`src/rtl/fetch_stage_if.sv`:
```
// Instruction-memory handshake between the fetch stage and the memory.
// One request is outstanding at a time: a request is accepted when
// imem_req && imem_ready, and its word comes back on imem_rvalid/imem_rdata.
interface fetch_stage_if;
  logic        imem_req;
  logic [31:0] imem_addr;
  logic        imem_ready;
  logic        imem_rvalid;
  logic [31:0] imem_rdata;

  modport master (
    output imem_req,
    output imem_addr,
    input  imem_ready,
    input  imem_rvalid,
    input  imem_rdata
  );

  modport slave (
    input  imem_req,
    input  imem_addr,
    output imem_ready,
    output imem_rvalid,
    output imem_rdata
  );
endinterface

```
`src/rtl/fetch_stage.sv`:
```
// Instruction-fetch stage: owns the PC and the IF/ID register, and drives a
// single-outstanding-request instruction-memory handshake. It honours the
// hazard unit's pc_freeze / IF_ID_flush and the EX-stage redirect.
// Optional build macro FETCH_PERF_CNT_EN adds bubble and drop counters.
module fetch_stage #(
  parameter logic [31:0] RESET_PC = 32'h0000_0000,
  parameter logic [31:0] NOP_INST = 32'h0000_0013
) (
  input  logic        clk,
  input  logic        rst_n,
  input  logic        pc_freeze,
  input  logic        IF_ID_flush,
  input  logic        Ex_jump_or_branch,
  input  logic [31:0] Ex_target_pc,
  fetch_stage_if.master imem,
  output logic [31:0] IF_ID_pc,
  output logic [31:0] IF_ID_inst,
  output logic        IF_ID_valid
`ifdef FETCH_PERF_CNT_EN
  ,
  output logic [31:0] perf_bubble_cnt,
  output logic [31:0] perf_drop_cnt
`endif
);

  // ISSUE: nothing outstanding; WAIT: outstanding, data wanted;
  // DROP: outstanding, data stale because a redirect overtook it.
  typedef enum logic [1:0] {ISSUE, WAIT, DROP} state_t;

  state_t      state;
  logic [31:0] pc;
  logic [31:0] inflight_pc;
  logic        hold_valid;
  logic [31:0] hold_pc;
  logic [31:0] hold_inst;

  logic redirect;
  logic rsp_wait;
  logic rsp_drop;
  logic accept;
  logic bubble_load;

  assign redirect = Ex_jump_or_branch;
  assign rsp_wait = (state == WAIT) && imem.imem_rvalid;
  assign rsp_drop = ((state == DROP) && imem.imem_rvalid) || (rsp_wait && redirect);

  // A new request may go out on the very cycle the previous word returns,
  // which keeps a zero-wait memory at one instruction per cycle.
  assign imem.imem_req  = !pc_freeze && !redirect && ((state == ISSUE) || rsp_wait);
  assign imem.imem_addr = pc;
  assign accept         = imem.imem_req && imem.imem_ready;

  assign bubble_load = redirect || IF_ID_flush ||
                       (!pc_freeze && !hold_valid && !rsp_wait);

  // PC, request state machine and the hold buffer for words returned while frozen.
  always_ff @(posedge clk or negedge rst_n) begin
    if (!rst_n) begin
      pc          <= RESET_PC;
      state       <= ISSUE;
      inflight_pc <= 32'h0;
      hold_valid  <= 1'b0;
      hold_pc     <= 32'h0;
      hold_inst   <= NOP_INST;
    end else if (redirect) begin
      pc         <= Ex_target_pc;
      hold_valid <= 1'b0;
      // A DROP whose stale word arrives now is finished; otherwise it keeps waiting.
      case (state)
        WAIT:    state <= imem.imem_rvalid ? ISSUE : DROP;
        DROP:    state <= imem.imem_rvalid ? ISSUE : DROP;
        default: state <= ISSUE;
      endcase
    end else begin
      if (accept) begin
        pc          <= pc + 32'd4;
        inflight_pc <= pc;
        state       <= WAIT;
      end else if (imem.imem_rvalid && (state != ISSUE)) begin
        state <= ISSUE;
      end
      if (rsp_wait && pc_freeze) begin
        hold_valid <= 1'b1;
        hold_pc    <= inflight_pc;
        hold_inst  <= imem.imem_rdata;
      end else if (hold_valid && !pc_freeze && !IF_ID_flush) begin
        hold_valid <= 1'b0;
      end
    end
  end

  // IF/ID register: bubble, hold, held word, fresh word or bubble, in that priority.
  always_ff @(posedge clk or negedge rst_n) begin
    if (!rst_n) begin
      IF_ID_pc    <= 32'h0;
      IF_ID_inst  <= NOP_INST;
      IF_ID_valid <= 1'b0;
    end else if (redirect || IF_ID_flush) begin
      IF_ID_inst  <= NOP_INST;
      IF_ID_valid <= 1'b0;
    end else if (pc_freeze) begin
      IF_ID_valid <= IF_ID_valid;
    end else if (hold_valid) begin
      IF_ID_pc    <= hold_pc;
      IF_ID_inst  <= hold_inst;
      IF_ID_valid <= 1'b1;
    end else if (rsp_wait) begin
      IF_ID_pc    <= inflight_pc;
      IF_ID_inst  <= imem.imem_rdata;
      IF_ID_valid <= 1'b1;
    end else begin
      IF_ID_inst  <= NOP_INST;
      IF_ID_valid <= 1'b0;
    end
  end

`ifdef FETCH_PERF_CNT_EN
  // Count bubbles loaded into IF/ID and responses thrown away.
  always_ff @(posedge clk or negedge rst_n) begin
    if (!rst_n) begin
      perf_bubble_cnt <= 32'h0;
      perf_drop_cnt   <= 32'h0;
    end else begin
      if (bubble_load) perf_bubble_cnt <= perf_bubble_cnt + 32'd1;
      if (rsp_drop)    perf_drop_cnt   <= perf_drop_cnt + 32'd1;
    end
  end
`else
  logic unused_ok;
  assign unused_ok = bubble_load ^ rsp_drop;
`endif

endmodule

```
`src/flat_wrapper.sv`:
```
// flat-port wrapper written by rule: the top's interface ports become plain ports
module fetch_stage_flat 
#(
  parameter logic [31:0] RESET_PC = 32'h0000_0000,
  parameter logic [31:0] NOP_INST = 32'h0000_0013
)
  (clk, rst_n, pc_freeze, IF_ID_flush, Ex_jump_or_branch, Ex_target_pc, IF_ID_pc, IF_ID_inst, IF_ID_valid, imem_imem_req, imem_imem_addr, imem_imem_ready, imem_imem_rvalid, imem_imem_rdata);
  fetch_stage_if imem_i ();
  input  logic clk;
  input  logic rst_n;
  input  logic pc_freeze;
  input  logic IF_ID_flush;
  input  logic Ex_jump_or_branch;
  input  logic [31:0] Ex_target_pc;
  output logic [31:0] IF_ID_pc;
  output logic [31:0] IF_ID_inst;
  output logic IF_ID_valid;
  output wire logic [$bits(imem_i.imem_req)-1:0] imem_imem_req;
  output wire logic [$bits(imem_i.imem_addr)-1:0] imem_imem_addr;
  input wire logic [$bits(imem_i.imem_ready)-1:0] imem_imem_ready;
  input wire logic [$bits(imem_i.imem_rvalid)-1:0] imem_imem_rvalid;
  input wire logic [$bits(imem_i.imem_rdata)-1:0] imem_imem_rdata;
  assign imem_imem_req = imem_i.imem_req;
  assign imem_imem_addr = imem_i.imem_addr;
  assign imem_i.imem_ready = imem_imem_ready;
  assign imem_i.imem_rvalid = imem_imem_rvalid;
  assign imem_i.imem_rdata = imem_imem_rdata;
  fetch_stage #(.RESET_PC(RESET_PC), .NOP_INST(NOP_INST)) u_core (.clk(clk), .rst_n(rst_n), .pc_freeze(pc_freeze), .IF_ID_flush(IF_ID_flush), .Ex_jump_or_branch(Ex_jump_or_branch), .Ex_target_pc(Ex_target_pc), .imem(imem_i), .IF_ID_pc(IF_ID_pc), .IF_ID_inst(IF_ID_inst), .IF_ID_valid(IF_ID_valid));
endmodule
```
`config.mk`:
```
export PLATFORM = sky130hd
export DESIGN_NAME = fetch_stage_flat
export DESIGN_NICKNAME = d
export VERILOG_FILES = /design/src/rtl/fetch_stage_if.sv /design/src/rtl/fetch_stage.sv /design/src/flat_wrapper.sv
export SDC_FILE = /design/constraint.sdc
export NUM_CORES = 1
export LEC_CHECK = 0
export CORE_AREA = 2 2 142 144
export CTS_CLUSTER_DIAMETER = 120
export DETAILED_ROUTE_END_ITERATION = 12
export DIE_AREA = 0 0 144 146
export HOLD_SLACK_MARGIN = 0.06
export MAX_ROUTING_LAYER = met4
export PLACE_DENSITY = 0.7
export SLEW_MARGIN = 20
export SYNTH_ARGS = -nofsm -noshare
export SYNTH_HDL_FRONTEND = slang
export SYNTH_SLANG_ARGS = --single-unit
```
`constraint.sdc`:
```
create_clock -name clk -period 6.1 [get_ports clk]
set_clock_uncertainty 0.2 [all_clocks]
set_input_delay 1.525 -clock clk [delete_from_list [all_inputs] [get_ports clk]]
set_output_delay 1.525 -clock clk [all_outputs]
set_load 0.01 [all_outputs]
```
# Word level (Yosys, flattened, before mapping)
# Index checks and enable logic that the tools add are counted.
dict set report totals {
  wordCells 59
  out_inout_bits 98
  register_bits 196
  inputBits 71
}
dict set report classes {
  mux 20
  reduce_logical 23
  n_eq_ne 3
  add_sub_neg 1
  bitwise 3
}
# op count
set op_table {}
lappend op_table {{$mux 32} 8}
lappend op_table {{$add 32x3->32 const B} 1}
lappend op_table {{$mux 2} 5}
lappend op_table {{$logic_and 1x1->1} 8}
lappend op_table {{$mux 1} 7}
lappend op_table {{$reduce_bool 2->1} 3}
lappend op_table {{$reduce_bool 3->1} 2}
lappend op_table {{$reduce_and 2->1} 2}
lappend op_table {{$logic_not 1->1} 3}
lappend op_table {{$not 1->1} 3}
lappend op_table {{$reduce_and 3->1} 1}
lappend op_table {{$eq 2x1->1 const B} 1}
lappend op_table {{$eq 2x2->1 const B} 1}
lappend op_table {{$logic_not 2->1} 1}
lappend op_table {{$logic_or 1x1->1} 2}
lappend op_table {{$ne 2x1->1 const B} 1}
lappend op_table {{$reduce_or 2->1} 1}

# Longest topological paths before layout
# Gate-level depths: netlist of run 1.
dict set report depth {
  word_depth 7
  ltp_mapped 9
}

# Least setup slack after synthesis of run 1
# Ideal clock, no wire load.
dict set report synth_timing {
  path_kind {input port to output port}
  from {input Ex_jump_or_branch}
  to {output imem_imem_req}
  n_path_buf 2
  setup_slack_ns 2.181
  t_arrival_ns 2.194
  t_required_ns 4.375
  cell_stages 3
  cell_sequence {buf_2 buf_1 nor3_1}
}
dict set report synth_between {
  elab_chain_cells 3
}
# item line
set synth_lines {}
lappend synth_lines {{start: declaration} flat_wrapper.sv:13} ;# input logic Ex_jump_or_branch;
lappend synth_lines {{$logic_not 1->1} fetch_stage.sv:49} ;# assign imem.imem_req = !pc_freeze && !redirect && ((state == ISSUE) || rsp_wait);
lappend synth_lines {{$logic_and 1x1->1 (2 in a row)} fetch_stage.sv:49}
lappend synth_lines {{end: declaration} flat_wrapper.sv:18} ;# output wire logic [$bits(imem_i.imem_req)-1:0] imem_imem_req;
# Every way passes these cells.

# Worst setup path in the final report of run 1
dict set report layout_timing {
  from {input imem_imem_rvalid}
  to {output imem_imem_req}
}
dict set report layout_between {
  elab_chain_cells 3
}
# item line
set layout_lines {}
lappend layout_lines {{start: declaration} flat_wrapper.sv:21} ;# input wire logic [$bits(imem_i.imem_rvalid)-1:0] imem_imem_rvalid;
lappend layout_lines {{$logic_and 1x1->1} fetch_stage.sv:44} ;# assign rsp_wait = (state == WAIT) && imem.imem_rvalid;
lappend layout_lines {{$logic_or 1x1->1} fetch_stage.sv:49}
lappend layout_lines {{$logic_and 1x1->1} fetch_stage.sv:49}
# Every way passes these cells.

==> metrics.md, run 1 <==
| Metric | Value |
|---|---|
| DRT Pass-1 Iters | `5` |
| Share of cells above drive strength 1 | `0.127` |
| Port buffer count | `around 170` |
| Number of gates resized after cts | `0` |
| Post-layout nets | `between 1000 and 1500` |
| PwrDens | `roughly 340 mW/mm^2` |
| Vias in the first global route | `6474` |
| Total Power | `3790 uW` |
| Post-synth top flop | `dfrtp_1` |
| Distinct cells, synth | `about 40` |
| CORE AREA | `0.0193 mm^2` |
| IO Count | `~170` |
| Initial antenna violation count | `0` |
| Synthesis Warnings | `0` |
| Die Height | `146 um` |
| Worst Tran Pin Value | `1030 ps` |
| DP Worst Slack | `1270 ps` |
| Site Rows | `51` |
| Setup violators final | `0` |
| Tmin final | `4790 ps` |
| Via count | `6574` |
| Worst-path fanout max | `7` |
| CTS Buf Count | `17` |
| CTS tree | `yes` |
| Worst-case clock buffer depth | `2` |
| Ys async rst share | `1.00` |
| Starting DRT DRC Count | `~410` |
| DRC viols | `0` |
| Hold Slack | `276 ps` |
| Final Hold Viols | `0` |
| Clock Latency Late Sink | `430 ps` |
| ANT cells | `0` |
| Max Fclk | `~0.21 GHz` |
| Setup TNS | `0 ps` |
| Reg2reg end | `u_core.imem.imem_addr[9]$_DFFE_PN0P_` |
| Die footprint | `0.0210 mm^2` |
| Vias per cell | `5.34` |
| CP arrival | `just over 3000 ps` |
| Antenna-violating nets left | `0` |
| Leakage Power | `0.00473 uW` |
| Synth Register Bits | `196` |
| CP Capture Type | `primary output` |
| RSZ-0062 raised after global routing | `no` |
| Status | `complete, no violations` |
| R2R setup slack | `3210 ps` |
| Max VDD drop | `0.180 mV` |
| Clock Tree Root | `clkbuf_16` |
| Post-CTS setup buffer count | `0` |
| Max-Cap Viols | `0` |
| GR Overflow Total | `0` |
| Worst setup margin | `1310 ps` |
| H-tree depth | `4` |
| Relative slew slack | `0.314` |
| First-pass GRT wire length | `about 34000 um` |
| Startpoint Class | `input port` |
| R2r worst-path depth | `8` |
| Pin count of the biggest net entering global routing | `114` |
| Mapped cell area | `0.00862 mm^2` |
| Post-DP HPWL | `13000 um` |
| RePlAce Congestion | `0.819` |
| Final period utilization | `0.785` |
| Crit path to | `imem_imem_req` |
| Synthesized area per cell | `10.6 um^2` |
| Final wirelength | `20700 um` |
| EDFF count, synth | `0` |
| Final Max Tran Viols | `0` |
| Hold_buf cts | `0` |
| Net Count, Synth | `884` |
| Synthesized instance count | `810` |
| Area growth, synth to finish | `28.5%` |
| Total Routing Usage GR | `0.208` |
| Crit path launch | `imem_imem_rvalid` |
| Clock transition at path regs | `60 ps` |
| Worst hold-check path type | `reg2reg` |
| Worst flop-to-flop path startpoint | `u_core.state[1]$_DFFE_PN0P_` |
| Initial Util | `0.446` |
| Wire per inst | `about 17 um` |
| Critical Path RT | `roughly 4400 ps` |
| Die W | `144 um` |
| Register area share after synthesis | `0.570` |
| Critical Setup Path Class | `in2out` |
| Clock Sinks | `approximately 200` |
==> worst min-delay path by stage <==
| stage | from | to | slack (ps) | cells after the start |
|---|---|---|---|---|
| 3_3_place_gp | u_core.IF_ID_inst[2]$_DFFE_PN0P_ | u_core.IF_ID_inst[2]$_DFFE_PN0P_ | 260 | 2 |
| 5_1_grt | u_core.IF_ID_inst[13]$_DFFE_PN0P_ | u_core.IF_ID_inst[13]$_DFFE_PN0P_ | 310 | 2 |
| 3_5_place_dp | u_core.IF_ID_inst[2]$_DFFE_PN0P_ | u_core.IF_ID_inst[2]$_DFFE_PN0P_ | 270 | 2 |
| 4_1_cts | u_core.IF_ID_inst[2]$_DFFE_PN0P_ | u_core.IF_ID_inst[2]$_DFFE_PN0P_ | 280 | 2 |
| 6_report | u_core.IF_ID_inst[2]$_DFFE_PN0P_ | u_core.IF_ID_inst[2]$_DFFE_PN0P_ | 280 | 2 |
| 2_1_floorplan | u_core.inflight_pc[10]$_DFFE_PN0P_ | u_core.inflight_pc[10]$_DFFE_PN0P_ | 260 | 2 |
==> synthesized netlist by cell type, drive strengths merged, types with 2 or more instances <==
cell    count  area [um^2]
a21o        2         15.0
a21oi      41          205
a221o       3         30.0
a22oi      35          263
a31oi       5         31.3
a32oi       2         17.5
and2        3         18.8
and3        2         12.5
buf        31          149
clkbuf     23         86.3
dfrtp     190         4750
dfstp       6          158
ha          3         37.5
inv         6         22.5
mux2       66          743
mux2i      37          370
nand2     159          597
nand2b      4         25.0
nand3      24          125
nand3b      4         30.0
nand4      16          115
nor2       57          214
nor2b       3         18.8
nor3        5         25.0
nor4        4         70.1
o211ai      8         60.1
o21ai      52          260
o311ai      8         70.1
or3         4         25.0
==> cells in the final DEF, fill, tap and decap left out, drive strengths merged, types with 6 or more instances in the layout <==
cell type,netlist,layout
clkdlybuf4s50,0,166
dfrtp,190,190
mux2,66,66
nor2,57,57
o211ai,8,8
inv,6,7
a21oi,41,41
nand3,24,24
a22oi,35,35
nand4,16,16
dfstp,6,6
o21ai,52,52
clkbuf,23,26
mux2i,37,37
o311ai,8,8
nand2,159,159
buf,31,11
==> kinds of logic (layout without fill, tap and decap cells) <==
| kind of cell | Yosys count | in the layout | share of synthesized area |
|---|---|---|---|
| compound gates | 158 | 158 | 0.112 |
| xor+xnor | 1 | 1 | 0.00102 |
| fa+ha+maj | 3 | 3 | 0.00435 |
| buf+inv | 60 | 216 | 0.0299 |
| flops | 196 | 196 | 0.570 |
| mux | 103 | 103 | 0.129 |
| simple gates | 289 | 289 | 0.154 |
==> routing by layer <==
layer | track usage | vias up | wire [um]
met5 | - | - | 0
met4 | 0.0456 | 0 | 136
met3 | 0.0441 | 10 | 1090
met2 | 0.314 | 193 | 9560
met1 | 0.292 | 3224 | 9890
li1 | - | 3147 | -
==> through the flow <==
| stage | cell area, um^2 | std cells | utilization |
|---|---|---|---|
| 6_report | 11100 | 1231 | 0.573 |
| 5_1_grt | 11100 | 1231 | 0.573 |
| 4_1_cts | 11100 | 1231 | 0.573 |
| 3_5_place_dp | 10500 | 1199 | 0.543 |
| 3_3_place_gp | 10500 | 1199 | 0.543 |
| 2_1_floorplan | 8620 | 810 | - |
==> power by group <==
group	internal [uW]	leakage [uW]	switching (uW)
sequential	1630	0.00250	221
clock	640	0.000274	475
combinational	474	0.00195	353
total	2740	0.00473	1050
==> final cells by class <==
cell class                      instances  area (um^2)
Timing Repair Buffer                  178         1760
Clock buffer                           25          485
Clock inverter                          7          100
Multi-Input combinational cell        554         3470
Fill cell                            1691         8250
Inverter                                6         22.5
Tap cell                              265          332
Sequential cell                       196         4920
==> state kept, by name, summed over array words and instances (netlist names) <==
name / flops
u_core.IF_ID_inst: 32
u_core.IF_ID_pc: 32
u_core.hold_inst: 32
u_core.hold_pc: 32
u_core.imem.imem_addr: 32
u_core.inflight_pc: 32
u_core.state: 2
u_core.IF_ID_valid: 1
u_core.hold_valid: 1
==> critical path, cell delays in order <==
cell and delay [ps]:
clkdlybuf4s50_1 580, a21oi_1 160, nor3_1 210, clkdlybuf4s50_1 580
Power figures use the tool's default switching activity.
==> run 2, diff against run 1 <==
==> constraint.sdc (replaced) <==
create_clock -name clk -period 4.9 [get_ports clk]
set_clock_uncertainty 0.2 [all_clocks]
set_input_delay 1.225 -clock clk [delete_from_list [all_inputs] [get_ports clk]]
set_output_delay 1.225 -clock clk [all_outputs]
set_load 0.01 [all_outputs]
==> run 2 against run 1 <==
Clock-buffer cell count fell by 6. First-iteration DRC count down 3.1%. Hold slack got worse by 0.82 ps. Die area stayed put. Sequential share of layout area shrank 0.22 points. Critical path type unchanged. Highest routed layer unchanged.
==> metrics.md, run 2 (synthesis results as in run 1) <==
| Metric | Value |
|---|---|
| Antenna-violating nets left | `0 (unchanged)` |
| Starting DRT DRC Count | `401 (-3.1%)` |
| Clock Tree Root | `clkbuf_16` |
| Clock power share | `0.297 (+0.003)` |
| Metal2 WL | `9210 um (-3.6%)` |
| M1 wire length | `9870 um (-0.15%)` |
| Final wirelength | `20600 um (-0.48%)` |
| Final core occ | `0.576 (+0.00285)` |
| Worst-path fanout max | `7 (unchanged)` |
| Worst-case clock buffer depth | `2 (unchanged)` |
| Wire per inst | `16.7 um (-0.80%)` |
| Post-DP HPWL | `13300 um (+1.9%)` |
| Leakage Power | `0.00477 uW (+0.82%)` |
| Switch Pwr | `1330 uW (+27%)` |
| IO Count | `169 (unchanged)` |
| GR Overflow Total | `0 (unchanged)` |
| DRC viols | `0 (unchanged)` |
| Relative slew slack | `0.308 (-0.00615)` |
| RSZ-0062 raised after global routing | `no` |
| Worst hold-check path type | `reg2reg` |
| Filler instances | `1670 (-1.2%)` |
| First-pass GRT wire length | `33500 um (-0.53%)` |
| Critical Setup Path Class | `in2out` |
| Pint | `3400 uW (+24%)` |
| Worst setup margin | `748 ps (-563 ps)` |
| Setup violators final | `0 (unchanged)` |
| Tmin final | `4150 ps` |
| RePlAce Congestion | `0.808 (-1.3%)` |
| DP Worst Slack | `753 ps (-519 ps)` |
| CORE AREA | `0.0193 mm^2 (unchanged)` |
| Setup TNS | `0 ps (unchanged)` |
| Startpoint Class | `input port` |
| Die footprint | `0.0210 mm^2 (unchanged)` |
| DRT Pass-1 Iters | `4 (-1)` |
| CP arrival | `2730 ps (-330 ps)` |
| Total Routing Usage GR | `0.206 (-0.00207)` |
| Max Fclk | `between 0.2 and 0.25 GHz` |
| Hold_buf cts | `0 (unchanged)` |
| Commonest non-fill, non-tap cell in the layout | `dfrtp_1` |
| Number of gates resized after cts | `0 (unchanged)` |
| Vias per cell | `5.34 (about the same)` |
| CTS tree | `yes` |
| Vias in the first global route | `6343 (-2.0%)` |
| Die W | `144 um (unchanged)` |
| Pin count of the biggest net entering global routing | `121 (+6.1%)` |
| Via count | `6590 (+0.24%)` |
| Worst Tran Pin Value | `1040 ps (+9.23 ps)` |
| Clock Latency Late Sink | `430 ps (about the same)` |
| Clock transition at path regs | `70 ps (about the same)` |
| Final Hold Viols | `0 (unchanged)` |
| Max-Cap Viols | `0 (unchanged)` |
| Critical Path RT | `3470 ps (-910 ps)` |
| Switching share of power | `0.282 (+0.00496)` |
| Post-layout nets | `1031 (+0.39%)` |
| Met3 Wirelength | `1240 um (+13%)` |
| Final period utilization | `0.847` |
| ANT cells | `0 (unchanged)` |
| Sequential power share | `0.484 (-0.003)` |
| CTS Buf Count | `17 (unchanged)` |
| Share of cells above drive strength 1 | `0.136 (+0.00875)` |
| Area growth, synth to finish | `29.1%` |
| PwrDens | `426 mW/mm^2 (+24%)` |
| Port buffer count | `168 (unchanged)` |
| Clock Sinks | `196 (unchanged)` |
| H-tree depth | `4 (unchanged)` |
| Site Rows | `51 (unchanged)` |
| Die Height | `146 um (unchanged)` |
| Final Max Tran Viols | `0 (unchanged)` |
| Max VDD drop | `0.236 mV (+31%)` |
| Initial antenna violation count | `0 (unchanged)` |
| Combinational Power Share | `0.218 (about the same)` |
| Most frequent cells in the layout | `189 x dfrtp_1, 166 x clkdlybuf4s50_1, 159 x nand2_1, 66 x mux2_2, 55 x nor2_1` |
| CP Capture Type | `primary output` |
| Initial Util | `0.446 (unchanged)` |
| Post-CTS setup buffer count | `0 (unchanged)` |
| Top layer in use | `met4` |
| Status | `complete, no violations` |
==> run 2: cell type report <==
class / instances / area [um^2] / area share
clock buffer: 19 / 453 / 0.0407
tap: 265 / 332 / 0.0298
sequential: 196 / 4920 / 0.441
clock inverter: 13 / 145 / 0.0130
inverter: 6 / 22.5 / 0.00202
timing repair buffer: 182 / 1800 / 0.161
multi-input combinational: 554 / 3470 / 0.312
==> run 2: critical path: stages <==
cell             delay (ps)
clkdlybuf4s50_1         590
a21oi_1                 170
nor3_1                  150
clkdlybuf4s50_1         580
==> run 2: layer usage <==
metal | vias up | global-route usage
li1 | 3149 | -
met1 | 3186 | 0.292
met2 | 233 | 0.305
met3 | 22 | 0.0395
met4 | 0 | 0.0564
met5 | - | -
==> run 2: path summary, 6_finish.rpt <==
| check | start | endpoint | slack (ps) | depth (start not counted) |
|---|---|---|---|---|
| worst max-delay path | imem_imem_rvalid | imem_imem_req | 750 | 4 |
| worst min-delay path | u_core.IF_ID_inst[11]$_DFFE_PN0P_ | u_core.IF_ID_inst[11]$_DFFE_PN0P_ | 280 | 2 |
| worst max register to register | u_core.state[1]$_DFFE_PN0P_ | u_core.imem.imem_addr[14]$_DFFE_PN0P_ | 2150 | 7 |
| worst min register to register | u_core.IF_ID_inst[11]$_DFFE_PN0P_ | u_core.IF_ID_inst[11]$_DFFE_PN0P_ | 280 | 2 |
| max in group asynchronous | rst_n | u_core.hold_pc[31]$_DFFE_PN0P_ | 2860 | 2 |
| min in group asynchronous | rst_n | u_core.hold_pc[1]$_DFFE_PN0P_ | 730 | 1 |
==> run 2: metrics by stage <==
| stage | hold WS, ps | area, um^2 | std cells | total power (uW) |
|---|---|---|---|---|
| 2_1_floorplan | 263 | 8620 | 810 | 2800 |
| 3_3_place_gp | 259 | 10500 | 1203 | 3330 |
| 3_5_place_dp | 269 | 10500 | 1203 | 3370 |
| 4_1_cts | 285 | 11100 | 1235 | 4790 |
| 5_1_grt | 316 | 11100 | 1235 | 5000 |
| 6_report | 276 | 11100 | 1235 | 4740 |
==> run 2: power groups by stage <==
stage | clock (uW) | sequential, uW | combinational [uW]
after floorplan | 0 | 2320 | 482
after global placement | 0 | 2310 | 1020
after detailed placement | 0 | 2330 | 1040
after CTS | 1440 | 2300 | 1050
after global routing | 1510 | 2350 | 1140
final | 1410 | 2300 | 1030
